$ cat src/rtl/pwm_pkg.sv
// Shared register map and field positions for the PWM bank.
package pwm_pkg;

   // Only the low address bits take part in decoding
   localparam int unsigned AddrDecodeW = 10;

   // Channel registers are laid out on a 4-byte stride starting at offset 0
   localparam int unsigned ChStride    = 4;

   // Global control register
   localparam logic [AddrDecodeW-1:0] CtrlOffset = 10'h200;
   localparam int unsigned CtrlEnBit   = 0;
   localparam int unsigned CtrlPsLsb   = 8;
   localparam int unsigned PsWidth     = 8;

   // Period field position inside a channel register
   localparam int unsigned ChPeriodLsb = 16;

   // Merge two byte lanes of write data into a 16-bit field under byte enables
   function automatic logic [15:0] merge_bytes(input logic [15:0] old_val,
                                               input logic [1:0]  be,
                                               input logic [15:0] wdata);
      logic [15:0] res;
      res = old_val;
      if (be[0]) begin
         res[7:0] = wdata[7:0];
      end else begin
         res[7:0] = old_val[7:0];
      end
      if (be[1]) begin
         res[15:8] = wdata[15:8];
      end else begin
         res[15:8] = old_val[15:8];
      end
      return res;
   endfunction

endpackage

$ cat src/rtl/pwm_channel.sv
// One PWM channel: pending (shadow) and active duty/period, tick counter and compare.
module pwm_channel
   import pwm_pkg::*;
#(
   parameter int unsigned CtrWidth = 8
) (
   input  logic                clk_i,
   input  logic                rst_ni,
   input  logic                enable_i,
   input  logic                tick_i,
   input  logic                wr_i,
   input  logic [3:0]          be_i,
   input  logic [31:0]         wdata_i,
   output logic [CtrWidth-1:0] pend_duty_o,
   output logic [CtrWidth-1:0] pend_period_o,
   output logic                pwm_o
);

   logic [CtrWidth-1:0] pend_duty_q, pend_duty_d;
   logic [CtrWidth-1:0] pend_period_q, pend_period_d;
   logic [CtrWidth-1:0] act_duty_q, act_duty_d;
   logic [CtrWidth-1:0] act_period_q, act_period_d;
   logic [CtrWidth-1:0] cnt_q, cnt_d;
   logic [15:0]         duty_ext, period_ext;
   logic [15:0]         duty_merge, period_merge;
   logic                idle, wrap;
   logic                unused_merge;

   // Widen the pending fields to the 16-bit lane layout seen on the bus
   always_comb begin
      duty_ext                 = '0;
      period_ext               = '0;
      duty_ext[CtrWidth-1:0]   = pend_duty_q;
      period_ext[CtrWidth-1:0] = pend_period_q;
   end

   assign duty_merge   = merge_bytes(duty_ext, be_i[1:0], wdata_i[15:0]);
   assign period_merge = merge_bytes(period_ext, be_i[3:2], wdata_i[31:16]);
   // Bits above CtrWidth are truncated away
   assign unused_merge = ^{duty_merge, period_merge};

   // Load byte-enabled writes into the pending registers
   always_comb begin
      if (wr_i) begin
         pend_duty_d   = duty_merge[CtrWidth-1:0];
         pend_period_d = period_merge[CtrWidth-1:0];
      end else begin
         pend_duty_d   = pend_duty_q;
         pend_period_d = pend_period_q;
      end
   end

   assign idle = ~enable_i | (act_period_q == '0);
   assign wrap = tick_i & (cnt_q == act_period_q);

   // Counter advance and glitch-free shadow copy at wrap (old pending wins on a same-cycle write)
   always_comb begin
      cnt_d        = cnt_q;
      act_duty_d   = act_duty_q;
      act_period_d = act_period_q;
      if (idle) begin
         cnt_d        = '0;
         act_duty_d   = pend_duty_q;
         act_period_d = pend_period_q;
      end else if (wrap) begin
         cnt_d        = '0;
         act_duty_d   = pend_duty_q;
         act_period_d = pend_period_q;
      end else if (tick_i) begin
         cnt_d = cnt_q + CtrWidth'(1);
      end else begin
         cnt_d = cnt_q;
      end
   end

   // Channel state registers
   always_ff @(posedge clk_i or negedge rst_ni) begin
      if (!rst_ni) begin
         pend_duty_q   <= '0;
         pend_period_q <= '0;
         act_duty_q    <= '0;
         act_period_q  <= '0;
         cnt_q         <= '0;
      end else begin
         pend_duty_q   <= pend_duty_d;
         pend_period_q <= pend_period_d;
         act_duty_q    <= act_duty_d;
         act_period_q  <= act_period_d;
         cnt_q         <= cnt_d;
      end
   end

   assign pend_duty_o   = pend_duty_q;
   assign pend_period_o = pend_period_q;
   assign pwm_o         = enable_i & (act_period_q != '0) & (cnt_q < act_duty_q);

endmodule

$ cat src/rtl/pwm_bank.sv
// PWM bank: register decode, global prescaler, readback and NumChannels channels.
module pwm_bank
   import pwm_pkg::*;
#(
   parameter int unsigned NumChannels = 12,
   parameter int unsigned CtrWidth    = 8,
   parameter int unsigned BusWidth    = 32
) (
   input  logic                   clk_i,
   input  logic                   rst_ni,
   input  logic                   device_req_i,
   input  logic [BusWidth-1:0]    device_addr_i,
   input  logic                   device_we_i,
   input  logic [3:0]             device_be_i,
   input  logic [BusWidth-1:0]    device_wdata_i,
   output logic                   device_rvalid_o,
   output logic [BusWidth-1:0]    device_rdata_o,
   output logic [NumChannels-1:0] pwm_o
);

   logic [AddrDecodeW-1:0] addr_off, word_idx;
   logic                   ctrl_hit, ctrl_wr, ps_restart, tick;
   logic                   enable_q, enable_d;
   logic [PsWidth-1:0]     prescale_q, prescale_d;
   logic [PsWidth-1:0]     pscnt_q, pscnt_d;
   logic [NumChannels-1:0] ch_wr;
   logic [NumChannels-1:0][CtrWidth-1:0] pend_duty, pend_period;
   logic [31:0]            rd_val;
   logic                   rvalid_q, rvalid_d;
   logic [BusWidth-1:0]    rdata_q, rdata_d;
   logic                   unused_addr;

   assign addr_off    = device_addr_i[AddrDecodeW-1:0];
   assign word_idx    = addr_off / 10'(ChStride);
   assign ctrl_hit    = (word_idx == (CtrlOffset / 10'(ChStride)));
   assign ctrl_wr     = device_req_i & device_we_i & ctrl_hit;
   assign unused_addr = ^device_addr_i[BusWidth-1:AddrDecodeW];

   // Byte-enabled CTRL update; any prescale write restarts the prescaler
   always_comb begin
      enable_d   = enable_q;
      prescale_d = prescale_q;
      ps_restart = 1'b0;
      if (ctrl_wr) begin
         if (device_be_i[0]) begin
            enable_d = device_wdata_i[CtrlEnBit];
         end else begin
            enable_d = enable_q;
         end
         if (device_be_i[1]) begin
            prescale_d = device_wdata_i[CtrlPsLsb +: PsWidth];
            ps_restart = 1'b1;
         end else begin
            prescale_d = prescale_q;
         end
      end else begin
         enable_d   = enable_q;
         prescale_d = prescale_q;
      end
   end

   assign tick = enable_q & (pscnt_q == prescale_q);

   // Prescaler counts 0..prescale while enabled, held at 0 otherwise
   always_comb begin
      if (!enable_q || ps_restart) begin
         pscnt_d = '0;
      end else if (tick) begin
         pscnt_d = '0;
      end else begin
         pscnt_d = pscnt_q + PsWidth'(1);
      end
   end

   // Per-channel write strobes; indices at or beyond NumChannels never match
   always_comb begin
      ch_wr = '0;
      for (int i = 0; i < int'(NumChannels); i++) begin
         if (device_req_i && device_we_i && (word_idx == 10'(i))) begin
            ch_wr[i] = 1'b1;
         end else begin
            ch_wr[i] = 1'b0;
         end
      end
   end

   for (genvar g = 0; g < int'(NumChannels); g++) begin : g_ch
      pwm_channel #(
         .CtrWidth (CtrWidth)
      ) u_ch (
         .clk_i         (clk_i),
         .rst_ni        (rst_ni),
         .enable_i      (enable_q),
         .tick_i        (tick),
         .wr_i          (ch_wr[g]),
         .be_i          (device_be_i),
         .wdata_i       (device_wdata_i[31:0]),
         .pend_duty_o   (pend_duty[g]),
         .pend_period_o (pend_period[g]),
         .pwm_o         (pwm_o[g])
      );
   end

   // Readback mux over pending channel values and CTRL, zero for unmapped offsets
   always_comb begin
      rd_val = '0;
      if (ctrl_hit) begin
         rd_val[CtrlEnBit]            = enable_q;
         rd_val[CtrlPsLsb +: PsWidth] = prescale_q;
      end else begin
         for (int i = 0; i < int'(NumChannels); i++) begin
            if (word_idx == 10'(i)) begin
               rd_val[CtrWidth-1:0]             = pend_duty[i];
               rd_val[ChPeriodLsb +: CtrWidth]  = pend_period[i];
            end else begin
               rd_val = rd_val;
            end
         end
      end
   end

   // One response per request; data only for reads
   always_comb begin
      rvalid_d = device_req_i;
      rdata_d  = '0;
      if (device_req_i && !device_we_i) begin
         rdata_d[31:0] = rd_val;
      end else begin
         rdata_d = '0;
      end
   end

   // Control, prescaler and bus response registers
   always_ff @(posedge clk_i or negedge rst_ni) begin
      if (!rst_ni) begin
         enable_q   <= 1'b0;
         prescale_q <= '0;
         pscnt_q    <= '0;
         rvalid_q   <= 1'b0;
         rdata_q    <= '0;
      end else begin
         enable_q   <= enable_d;
         prescale_q <= prescale_d;
         pscnt_q    <= pscnt_d;
         rvalid_q   <= rvalid_d;
         rdata_q    <= rdata_d;
      end
   end

   assign device_rvalid_o = rvalid_q;
   assign device_rdata_o  = rdata_q;

endmodule

$ cat config.mk
export PLATFORM = sky130hd
export DESIGN_NAME = pwm_bank
export DESIGN_NICKNAME = d
export VERILOG_FILES = /design/src/rtl/pwm_pkg.sv /design/src/rtl/pwm_channel.sv /design/src/rtl/pwm_bank.sv
export SDC_FILE = /design/constraint.sdc
export NUM_CORES = 1
export LEC_CHECK = 0
export CAP_MARGIN = 20
export CORE_UTILIZATION = 29
export DETAILED_ROUTE_END_ITERATION = 16
export PLACE_DENSITY = 0.54
export SYNTH_ARGS = -nofsm -noshare
export SYNTH_HDL_FRONTEND = slang
export SYNTH_SLANG_ARGS = --single-unit
$ cat constraint.sdc
create_clock -name clk_i -period 2.8 [get_ports clk_i]
set_input_delay 0.42 -clock clk_i [delete_from_list [all_inputs] [get_ports clk_i]]
set_output_delay 0.42 -clock clk_i [all_outputs]
set_load 0.05 [all_outputs]
==> metrics, run 1 <==
status=finished, violations left; violated checks=setup timing; worst setup margin=-0.0211 ns; Post-synth top cells=dfrtp_1, mux2_2, o21ai_0, a21oi_1, xnor2_1; synthesis-to-layout area growth=21.5%; Starting Density=29.5%; Reg clk slew, reported paths=approximately 0.060 ns; initial antenna violation count=5; residual DRC count=0; Root Driver=clkbuf_16; Routed WL per cell=20.7 um; RD Place Congestion=about 0.9; startpoint types=flop; VDD IR max=roughly 0.45 mV; Clock power frac=a little under half; Setup CP Type=flop to output port; Synth Warn #=0; die width=a little over 300 um; Critical Path Start=g_ch[3].u_ch.act_period_q[7]; Sw Pwr=around 3.8 mW; top-count cell post-synth=dfrtp_1; clk_skew=around 0.021 ns; Comb power frac=under 10%; Sequential Power Share=48.0%; die area=0.0916 mm^2; largest net degree at the start of global routing=65; WL final=75.3 mm; Core Box Area=between 0.08 and 0.09 mm^2; DRT antenna net count=0; H-tree depth=2; Remaining Overflow, GRT=0; Row Count=around 110; vias in the first global route=18900; fmax=roughly 350 MHz; WP data arrival=approximately 2.4 ns; TritonCTS clock tree=done; Final Hold Fails=0; DRT Pass-1 Iters=5; Fill cells=8668; Top FF cell, synth=dfrtp_1; crit end category=output port; placed inst area=between 0.02 and 0.03 mm^2; required time of the worst setup path=roughly 2.4 ns; Tcrit/Tclk final=101%; Sw Ratio=approximately a quarter; Sink Count=522; Static Leak=~14 nW; first-pass GRT wire length=between 100 and 150 mm; Post-DP HPWL=53.5 mm; Ports=117; reg2reg start=pscnt_q[0]; unrepaired setup endpoints after global routing=yes; ratio of cells with drive above 1 in the final layout=between 30% and 40%; fin nets=~2600; #FFs+latches synth=between 500 and 600; number of I/O port buffers=75; Unique masters post-synth=63; Min-Delay Path Class=input port to asynchronous set/reset pin; clock buffer depth=3; fin area=0.0318 mm^2; Synth Cell Area=around 0.026 mm^2; multi-input logic area=0.0127 mm^2; post-place setup slack=-0.0508 ns; Initial DRC Count=around 1100; CTS buffer count=between 50 and 60; setup violators final=1; GRT Total Usage=~16%; CP Max Fanout=4; P_int=between 10 and 15 mW; Post-synth ARST share=100%; Die Y=around 300 um; post-route minimum period=2.82 ns; Tightest Pin Transition=1.03 ns; vias per cell=~5; Post-synth EDFFs=0; PD cells=between 500 and 600 mW/mm^2; via count=roughly 18000; Area contributors post-synth=dfrtp_1, mux2_2, ha_1; Rel. slew slack=between 30% and 40%; Avg Cell Area, Syn=11.8 um^2; register area share after synthesis=about 50%; max cap viols=0; max-slew violation count=0; worst skew pair latency=0.63 ns; storage element area=0.0131 mm^2; Post-Syn Instances=roughly 2200; post-synth top area share=about half; area leader, netlist=dfrtp_1
[per-layer routing]
layer | vias up | global-route usage (%) | share of wire (%)
li1 | 8410 | - | -
met1 | 9466 | 22.8 | 45
met2 | 482 | 25.5 | 45
met3 | 120 | 3.84 | 6.6
met4 | 4 | 4.55 | 2.5
met5 | - | 0 | 0.033
[placed cells by master (no fill, tap or decap), drive strengths merged, types with 23 or more instances in the layout]
cell	count
dfrtp	522
mux2	412
buf	183
o21ai	126
a21oi	116
xnor2	106
nand2	102
ha	97
inv	90
clkbuf	87
nor2	67
clkdlybuf4s50	60
nand3b	56
and3	48
or4	35
nor3	32
nand4	29
nand3	24
and2	23
xor2	23
nor4	23
[registers in the layout (all words and copies together) (netlist names)]
name                     count
g_ch.u_ch.cnt_q             96
prescale_q                   8
enable_q                     1
g_ch.u_ch.pend_period_o     96
device_rvalid_o              1
g_ch.u_ch.pend_duty_o       96
g_ch.u_ch.act_period_q      96
device_rdata_o              24
g_ch.u_ch.act_duty_q        96
pscnt_q                      8
[path summary, 6_finish.rpt]
path                                               end  slack, ns  depth (start not counted)
max in group asynchronous       g_ch[10].u_ch.cnt_q[1]       1.59                          3
min in group clk_i                       prescale_q[6]       0.42                          2
hold / removal                   g_ch[7].u_ch.cnt_q[3]       0.39                          2
hold reg to reg            g_ch[10].u_ch.act_duty_q[1]       0.50                          1
setup / recovery                              pwm_o[3]      -0.02                          7
setup reg to reg                 g_ch[0].u_ch.cnt_q[1]       0.20                          7
[logic make-up after synthesis]
family          count (synthesis)  share of synthesized area (%)
flops                         522                           49.8
simple gates                  474                           10.2
mux                           438                           19.2
compound gates                358                           8.19
buf+inv                       199                           3.56
xor+xnor                      129                           4.31
fa+ha+maj                      97                           4.63
other cells                     1                         0.0143
[power by group through the flow]
stage          Sequential [mW]  Clock, mW  Combinational (mW)
6_report                  7.72       7.49               0.865
5_1_grt                   7.72       7.99               0.944
4_1_cts                   7.71       7.69               0.856
3_5_place_dp              7.85          0               0.818
3_3_place_gp              7.85          0               0.802
2_1_floorplan             7.82          0               0.376
[through the flow]
| stage | util [%] | power, mW | hold WS [ns] | TNS (ns) | cells |
|---|---|---|---|---|---|
| floorplan | - | 8.19 | 0.124 | 0 | 2225 |
| global placement | 32.5 | 8.65 | 0.455 | -0.500 | 3452 |
| detailed placement | 32.5 | 8.67 | 0.459 | -0.459 | 3454 |
| CTS | 35.5 | 16.3 | 0.384 | -0.216 | 3616 |
| global route | 35.8 | 16.7 | 0.399 | -0.484 | 3631 |
| finish | 35.8 | 16.1 | 0.395 | -0.0211 | 3636 |
[what timing repair did]
| action | 4_1_cts | 5_1_grt |
|---|---|---|
| buffers inserted | 60 | 15 |
| hold buffers | 1 | 0 |
| resized for setup | 96 | 33 |
| gates cloned | 0 | 0 |
| setup endpoints to repair | 12 | 11 |
| pin swaps | 37 | 25 |
| hold endpoints to repair | 46 | 0 |
[area by class of cell]
type / instances / area share (%)
well taps: 1165 / 4.58
clock buffers: 84 / 5.18
multi-input cells: 1504 / 39.8
inverters: 88 / 1.04
repair buffers: 248 / 7.60
clock inverters: 20 / 0.652
diodes: 5 / 0.0393
flip-flops and latches: 522 / 41.1
[worst max-delay path, cell delays in order (launching register included)]
cell	delay, ns
dfrtp_1	0.39
or4_1	0.52
o21ai_1	0.16
buf_4	0.16
nor4_2	0.04
o21ai_1	0.14
o311ai_4	0.17
clkbuf_16	0.20
Note: power is estimated with default switching activity, not from simulation.
==> run 2, diff against run 1 <==
--- a/config.mk
+++ b/config.mk
@@ -7,6 +7,7 @@
 export LEC_CHECK = 0
 export CAP_MARGIN = 20
 export CORE_UTILIZATION = 29
+export CTS_CLUSTER_DIAMETER = 100
 export DETAILED_ROUTE_END_ITERATION = 16
 export PLACE_DENSITY = 0.54
 export SYNTH_ARGS = -nofsm -noshare
==> results of run 2 <==
The final DEF is identical to that of run 1; final timing and power are the same.
==> run 3, diff against run 2 <==
--- a/config.mk
+++ b/config.mk
@@ -7,6 +7,7 @@
 export LEC_CHECK = 0
 export CAP_MARGIN = 20
 export CORE_UTILIZATION = 29
+export CTS_BUF_LIST = sky130_fd_sc_hd__clkbuf_16
 export CTS_CLUSTER_DIAMETER = 100
 export DETAILED_ROUTE_END_ITERATION = 16
 export PLACE_DENSITY = 0.54
==> constraint.sdc (replaced) <==
create_clock -name clk_i -period 3 [get_ports clk_i]
set_input_delay 0.45 -clock clk_i [delete_from_list [all_inputs] [get_ports clk_i]]
set_output_delay 0.45 -clock clk_i [all_outputs]
set_load 0.05 [all_outputs]
==> metrics, run 3 (synthesis results as in run 1) <==
Fin Setup TNS=0 ns; largest stage delay on the critical path=slightly above 0.6 ns; Initial DRC Count=between 1000 and 1500; Post-DP HPWL=about 54 mm; vias per cell=a little over 5; fmax=342 MHz; Static Leak=between 10 and 15 nW; post-route minimum period=between 2 and 3 ns; clk_skew=0.0183 ns; startpoint types=flop; status=complete, no violations; crit end category=output port; PD cells=482 mW/mm^2; crit path max-delay cell type=or4_1; Core Box Area=0.0889 mm^2; Sw Ratio=23.5%; total placed cells including tap cells=3444; unrepaired setup endpoints after global routing=yes; post-place setup slack=-0.0554 ns; first-pass GRT wire length=between 100 and 150 mm; vias in the first global route=about 19000; DRT antenna net count=0; fin nets=roughly 2500; commonest non-fill, non-tap cells in the layout=dfrtp_1, mux2_2, o21ai_0, xnor2_1, a21oi_1; Final Hold Fails=0; fin area=0.0310 mm^2; GRT Total Usage=16.2%; Reg clk slew, reported paths=0.06 ns; required time of the worst setup path=about 2.6 ns; initial antenna violation count=3; Routed WL per cell=20.8 um; met1 usage=approximately 23%; CP Max Fanout=5; number of I/O port buffers=75; WL final=roughly 74 mm; die width=303 um; Die Y=around 300 um; VDD IR max=just under 0.5 mV; met3 usage=2.85%; CTS buffer count=58; Sw Pwr=~3.5 mW; Root Driver=clkbuf_16; Clock power frac=about 47%; placed inst area=around 0.029 mm^2; WP data arrival=2.48 ns; Setup CP Type=flop to output port; Tcrit/Tclk final=97.5%; ratio of cells with drive above 1 in the final layout=between 20 and 30%; setup violators final=0; RD Place Congestion=roughly 0.98; final core utilization=between 30% and 40%; DRT Pass-1 Iters=6; Sink Count=~520; Remaining Overflow, GRT=0; largest net degree at the start of global routing=slightly above 80; n_diodes=0; worst skew pair latency=0.63 ns; synthesis-to-layout area growth=18.4%; met2 GRT Util=about a quarter; most common cell after layout, fill and taps aside=dfrtp_1; Comb power frac=about 5.0%; Cell Chain, Critical Path=or4_1 -> o21ai_4 -> nor4_1 -> o21ai_1 -> o311ai_2 -> buf_4 -> buf_12; gr busiest metal=met2; P_int=11.4 mW; Min-Delay Path Class=input port to asynchronous set/reset pin; worst setup margin=0.0741 ns; Starting Density=between 20% and 30%; TritonCTS clock tree=done; Rel. slew slack=30.8%; residual DRC count=0; total power=15.0 mW; max-slew violation count=0; Post-Layout Cell Count=about 3600; clock buffer depth=3; via count=around 18000; die area=~0.09 mm^2; Ports=~120; max cap viols=0; Row Count=about 110; H-tree depth=2; Tightest Pin Transition=slightly above 1 ns; Sequential Power Share=48.2%; Hold Worst Slack=roughly 0.37 ns
==> run 3: changes by cell type in the layout (fill, tap and decap cells not counted), sizes merged <==
cell	previous run	this run
buf	183	130
bufbuf	1	0
bufinv	3	6
clkbuf	87	60
clkinv	11	22
clkinvlp	4	1
diode	5	0
inv	90	105
==> run 3: timing repair <==
action	CTS	global route
gates resized for setup	35	30
endpoints found under the setup margin	12	11
hold buffers	1	0
setup buffers	13	13
pin swaps	6	9
cloned	0	0
hold endpoints to repair	45	0
==> run 3: cell type report <==
type                    count  area, um^2
clock inverters            46         374
multi-input cells        1504       12400
repair buffers            192        1910
clock buffers              59        1480
inverters                  88         330
flip-flops and latches    522       13100
fillers                  8756       57900
well taps                1165        1460
==> run 3: worst paths after layout <==
path / from / end / slack (ns) / cells after the start
hold reg to reg: g_ch[4].u_ch.act_duty_q[6] / g_ch[4].u_ch.act_duty_q[6] / 0.50 / 1
max in group asynchronous: rst_ni / g_ch[3].u_ch.act_duty_q[5] / 1.57 / 3
setup / recovery: g_ch[11].u_ch.act_period_q[0] / pwm_o[11] / 0.07 / 7
hold / removal: rst_ni / g_ch[5].u_ch.cnt_q[3] / 0.37 / 2
setup reg to reg: enable_q / g_ch[9].u_ch.act_duty_q[4] / 0.43 / 6
min in group clk_i: device_wdata_i[9] / prescale_q[1] / 0.44 / 2
==> run 3: critical path: cells and delay by family (launching register included) <==
family                 cells  cell delay (ns)
AOI/OAI and AO/OA          3             0.46
and+or+nand+nor            2             0.68
buffers and inverters      2             0.31
DFF                        1             0.40
==> run 3: power by group through the flow <==
stage / Combinational [mW] / Sequential (mW) / Clock, mW
after floorplan: 0.351 / 7.30 / 0
after global placement: 0.722 / 7.33 / 0
after detailed placement: 0.741 / 7.33 / 0
after CTS: 0.751 / 7.20 / 7.18
after global routing: 0.821 / 7.21 / 7.46
final: 0.752 / 7.21 / 7.00
==> run 3: routing by layer <==
layer | routed length (um) | part of all wire (%)
met1 | 34700 | 47
met4 | 1440 | 1.9
met5 | 0 | 0
met3 | 4190 | 5.7
met2 | 33800 | 46
